==> src/rtl/ntt_agu_param.sv <==
// ============================================================================
//  Module   : ntt_agu_param
//  Brief    : Radix-2^R NTT address generator with run control and backpressure
//  Revision : 1.0  initial release
// ============================================================================
`default_nettype none

module ntt_agu_param #(
    parameter int LOGN = 8,
    parameter int R    = 2
) (
    input  logic                          clk,
    input  logic                          rst,
    input  logic                          start_i,
    input  logic                          mode_i,
    input  logic                          out_ready_i,
    output logic                          busy_o,
    output logic                          out_valid_o,
    output logic [(LOGN << R)-1:0]        addr_o,
    output logic [LOGN-1:0]               tw_idx_o,
    output logic [$clog2(LOGN / R):0]     stage_o,
    output logic                          last_o,
    output logic                          done_o
);

    localparam int STAGES = LOGN / R;
    localparam int LANES  = 1 << R;
    localparam int SW     = $clog2(STAGES) + 1;
    localparam int GW     = (LOGN > R) ? LOGN - R : 1;
    localparam int GMAX   = (1 << (LOGN - R)) - 1;

    generate
        if (LOGN % R != 0) begin : g_param_check
            $error("ntt_agu_param: LOGN must be a multiple of R");
        end
    endgenerate

    typedef enum logic [1:0] {
        S_IDLE  = 2'd0,
        S_RUN   = 2'd1,
        S_DRAIN = 2'd2
    } state_t;

    state_t                    state_q, state_d;
    logic                      mode_q, mode_d;
    logic [SW-1:0]             l_q, l_d;
    logic [GW-1:0]             g_q, g_d;
    logic                      valid_q, valid_d;
    logic [LANES*LOGN-1:0]     addr_q, addr_d;
    logic [LOGN-1:0]           tw_q, tw_d;
    logic [SW-1:0]             stage_q, stage_d;
    logic                      last_q, last_d;
    logic                      done_q, done_d;

    int                        i_bits;
    logic [LOGN-1:0]           g_ext, i_val, j_val, full_rev, rev, base;
    logic [LANES*LOGN-1:0]     lane_addr;
    logic                      load, g_last, final_grp;

    // Group counter g packs j above i: g = j * 2^i_bits + i, so one counter
    // wrapping at 2^(LOGN-R) walks i fastest and j slowest within a stage.
    always_comb begin
        i_bits    = LOGN - R * (int'(l_q) + 1);
        g_ext     = LOGN'(g_q);
        i_val     = g_ext & LOGN'((1 << i_bits) - 1);
        j_val     = g_ext >> i_bits;
        full_rev  = '0;
        for (int d = 0; d < STAGES; d++) begin
            full_rev[(STAGES-1-d)*R +: R] = j_val[d*R +: R];
        end
        rev       = full_rev >> (R * (STAGES - int'(l_q)));
        base      = rev << (LOGN - R * int'(l_q));
        lane_addr = '0;
        for (int m = 0; m < LANES; m++) begin
            lane_addr[m*LOGN +: LOGN] = base + (LOGN'(m) << i_bits) + i_val;
        end
    end

    assign load      = (state_q == S_RUN) && (!valid_q || out_ready_i);
    assign g_last    = (g_q == GW'(GMAX));
    assign final_grp = g_last && (l_q == (mode_q ? SW'(0) : SW'(STAGES - 1)));

    always_comb begin
        state_d = state_q;
        mode_d  = mode_q;
        l_d     = l_q;
        g_d     = g_q;
        valid_d = valid_q;
        addr_d  = addr_q;
        tw_d    = tw_q;
        stage_d = stage_q;
        last_d  = last_q;
        done_d  = 1'b0;
        case (state_q)
            S_IDLE: begin
                if (start_i) begin
                    state_d = S_RUN;
                    mode_d  = mode_i;
                    l_d     = mode_i ? SW'(STAGES - 1) : '0;
                    g_d     = '0;
                end
            end
            S_RUN: begin
                if (load) begin
                    valid_d = 1'b1;
                    addr_d  = lane_addr;
                    tw_d    = rev;
                    stage_d = l_q;
                    last_d  = final_grp;
                    if (final_grp) begin
                        state_d = S_DRAIN;
                    end else if (g_last) begin
                        g_d = '0;
                        l_d = mode_q ? l_q - SW'(1) : l_q + SW'(1);
                    end else begin
                        g_d = g_q + GW'(1);
                    end
                end
            end
            S_DRAIN: begin
                if (valid_q && out_ready_i) begin
                    valid_d = 1'b0;
                    last_d  = 1'b0;
                    done_d  = 1'b1;
                    state_d = S_IDLE;
                end
            end
            default: state_d = S_IDLE;
        endcase
    end

    always_ff @(posedge clk) begin
        if (rst) begin
            state_q <= S_IDLE;
            mode_q  <= 1'b0;
            l_q     <= '0;
            g_q     <= '0;
            valid_q <= 1'b0;
            addr_q  <= '0;
            tw_q    <= '0;
            stage_q <= '0;
            last_q  <= 1'b0;
            done_q  <= 1'b0;
        end else begin
            state_q <= state_d;
            mode_q  <= mode_d;
            l_q     <= l_d;
            g_q     <= g_d;
            valid_q <= valid_d;
            addr_q  <= addr_d;
            tw_q    <= tw_d;
            stage_q <= stage_d;
            last_q  <= last_d;
            done_q  <= done_d;
        end
    end

    // busy covers the done cycle so a chained start keeps it continuously high
    assign busy_o      = (state_q != S_IDLE) || done_q;
    assign out_valid_o = valid_q;
    assign addr_o      = addr_q;
    assign tw_idx_o    = tw_q;
    assign stage_o     = stage_q;
    assign last_o      = last_q;
    assign done_o      = done_q;

endmodule

`default_nettype wire

==> config.mk <==
export PLATFORM = sky130hd
export DESIGN_NAME = ntt_agu_param
export DESIGN_NICKNAME = d
export VERILOG_FILES = /design/src/rtl/ntt_agu_param.sv
export SDC_FILE = /design/constraint.sdc
export NUM_CORES = 1
export LEC_CHECK = 0
export ABC_AREA = 1
export CAP_MARGIN = 20
export CORE_MARGIN = 2
export CORE_UTILIZATION = 55
export DETAILED_ROUTE_END_ITERATION = 16
export DONT_BUFFER_PORTS = 1
export MAX_ROUTING_LAYER = met4
export PLACE_DENSITY = 0.8
export SYNTH_ARGS = -nofsm -noshare
export SYNTH_HDL_FRONTEND = slang
export SYNTH_SLANG_ARGS = --single-unit
==> constraint.sdc <==
create_clock -name clk -period 9.42 [get_ports clk]
set_clock_uncertainty 0.05 [all_clocks]
set_input_delay 1.413 -clock clk [delete_from_list [all_inputs] [get_ports clk]]
set_output_delay 1.413 -clock clk [all_outputs]
set_load 0.02 [all_outputs]
==> reports/qor.yml <==
run_status:
  outcome: "finished, final reports clean"
route:
  drcViolationCount: 0
  routed_via_density: 5.38
  drt-wirelength-per-cell_um: 14.2
  drt_pass1_iterations: 5
  drt_iter0_drc: 163
  routed_wl_mm: 8.73
  drtAntennaViolNets: 0
  vias: 3308
yosys:
  number_of_flops_mapped_to_enable_cells_by_yosys: 0
  post_synth_mux_area_share_pct: 0
  mappedNetlistArea_sq_mm: 0.00387
  async_reset_ff_share_pct: 0
  ys_seq_area_share_pct: 28.9
  synth_fa_ha_area_share_pct: 17.6
  synth_warnings: 0
  synthSimpleGateAreaFrac_pct: 21.0
  combinational_family_with_the_most_area_after_synthesis: "simple AND/OR/NAND/NOR gates"
  ys.flop_type: "dfxtp_1"
  synth-compound-area-share_pct: 17.1
  synth.distinct_cells: 39
  postSynthCellCount: 526
  synth.ff_latch_count: 56
  mean_cell_area_of_the_mapped_netlist_sq_um: 7.36
  yosys.area_share.xor_xnor_pct: 4.30
setup_path:
  startpoint_type: "flip-flop"
  critical_path.n_buffers_inverters: 5
  critPathSlowestCell: "dfxtp_1"
  data_arrival_time_of_the_critical_path_ns: 5.14
  critical_path.top_delay_family: "simple AND/OR/NAND/NOR gates"
  crit_path_max_incr_delay_ns: 0.73
  worstSetupEndpointType: "flip-flop"
  highest_net_fanout_along_the_worst_path: 17
  path_class: "reg -> reg"
  critical_path_data_required_time_ns: 9.59
  critical-path-top-cell-by-count: "nand2_1"
power:
  post-layout-total-power_uw: 585
  p_leak_nw: 2.03
  power.switching_uw: 224
  combinationalPowerShare_pct: 26.2
  power_frac_seq_pct: 50.3
  p_int_uw: 361
  ir_drop_mv: 0.0977
  power.share.clock_pct: 23.5
  netSwitchingFraction_pct: 38.3
  power_per_cell_area_mw_per_mm2: 145
timing:
  unrepaired_setup_endpoints_after_global_routing: "false"
  final.setup.tns_ns: 0
  slew_violations: 0
  relSlewSlack_pct: 36.1
  timing.final.ws_setup_ns: 4.45
  period_share_pct: 52.8
  fmaxAchievable_mhz: 201
  timing.final.hold_violations: 0
  worst_pin_slew_ns: 0.957
  worst_hold_slack_ns: 0.488
  minimum_clock_period_ns: 4.97
  setup_viol: 0
cts:
  cts_made_buffers: 5
  path_clk_slew_ns: 0.11
  cts_tree: "yes"
  clk_path_buf_depth: 2
  insertion_delay_ns: 0.31
  clock_tree.htree_level_count: 2
  ctsResizeCount: 0
  clockRootBuffer: "clkbuf_8"
  numClockSinks: 56
  cts-hold-fix-buffers: 0
  postCtsSetupRepairBufs: 0
grt:
  largest_net_degree_at_the_start_of_global_routing: 66
  grt_overflow: 0
  gr-usage-all-layers_pct: 24.9
  grt_pass1_vias: 3112
  antenna_found_initial: 0
  global_route_wire_length_before_repair_mm: 14.7
layout:
  fraction_of_final_layout_cells_with_drive_strength_greater_than_1_pct: 7.71
  finish.net_count: 571
  antenna_cells: 0
  area_growth_pct: 3.84
  final_core_utilization_pct: 59.2
  most_common_cell_after_layout_fill_and_taps_aside: "inv_1"
  mostFrequentLayoutCells: "inv_1, nor2_1, dfxtp_1"
place:
  numPortBuffers: 0
  worst_slack_placed_ns: 4.53
  detailed_place_hpwl_mm: 6.77
  routabilityCongestion: 0.917
floorplanning:
  floorplan.initialDensity_pct: 57.0
  die_area_sq_mm: 0.00773
  std_cell_rows: 30
  area_of_the_core_sq_mm: 0.00679
  chipHeight_um: 87.9
  dieWidth_um: 87.9
  io-pin-count: 52
worst_hold_path:
  worstHoldPathType: "reg -> reg"
job:
  timing.max_cap.violations: 0
cell families after synthesis:
group | after synthesis
DFF | 56
AOI/OAI and AO/OA | 117
adders and majority gates | 48
xor gates and xnor gates | 19
and+or+nand+nor | 177
buffers and inverters | 107
other | 2
Yosys cell counts (9+ instances only):
cell,instances,share of area [%]
inv_1,80,7.8
nor2_1,67,6.5
dfxtp_1,56,29
nand2_1,55,5.3
o21ai_0,47,6.1
a21oi_1,42,5.4
ha_1,37,12
nand3_1,27,3.5
xor2_1,18,4.1
fa_1,11,5.7
clkbuf_1,9,0.87
inv_2,9,0.87
cell type report:
| type | count | area [sq um] |
|---|---|---|
| Inverter | 89 | 334 |
| Sequential cell | 56 | 1120 |
| Fill cell | 642 | 2770 |
| Multi-Input combinational cell | 365 | 2350 |
| Timing Repair Buffer | 1 | 7.51 |
| Tap cell | 96 | 120 |
| Clock inverter | 3 | 22.5 |
| Clock buffer | 5 | 68.8 |
power groups by stage:
stage          clock [mW]  sequential (mW)  combinational [mW]
3_3_place_gp            0            0.299               0.150
2_1_floorplan           0            0.291               0.127
5_1_grt             0.152            0.297               0.177
4_1_cts             0.142            0.294               0.153
6_report            0.138            0.294               0.153
3_5_place_dp            0            0.299               0.151
tightest hold or removal path: cells and delay by family, from the launching register on:
family	cells	cell delay, ns
flops	1	0.35
simple gates	1	0.10
compound gates	1	0.06
per-stage QoR:
stage / instance area (sq um) / instances
2_1_floorplan: 3880 / 528
3_3_place_gp: 3930 / 607
3_5_place_dp: 3930 / 607
4_1_cts: 4020 / 615
5_1_grt: 4020 / 615
6_report: 4020 / 615
routing by layer:
layer | wire (um) | global-route usage [%] | up-vias
met4 | 74 | 4.90 | 0
li1 | - | - | 1684
met3 | 599 | 5.56 | 6
met1 | 4120 | 33.1 | 1526
met2 | 3930 | 39.3 | 92
met5 | 0 | - | -
sequential cells by signal (all words and copies together) (netlist names):
register     count
done_o           1
mode_q           1
stage_o          3
l_q              3
g_q              6
addr_o          30
out_valid_o      1
last_o           1
state_q          2
tw_idx_o         8
final timing paths:
check / startpoint / to / slack [ns] / cells after the start
min reg2reg: state_q[1] / state_q[1] / 0.49 / 2
min: state_q[1] / state_q[1] / 0.49 / 2
max reg2reg: l_q[0] / addr_o[31] / 4.45 / 27
max: l_q[0] / addr_o[31] / 4.45 / 27
Power figures use the tool's default switching activity.
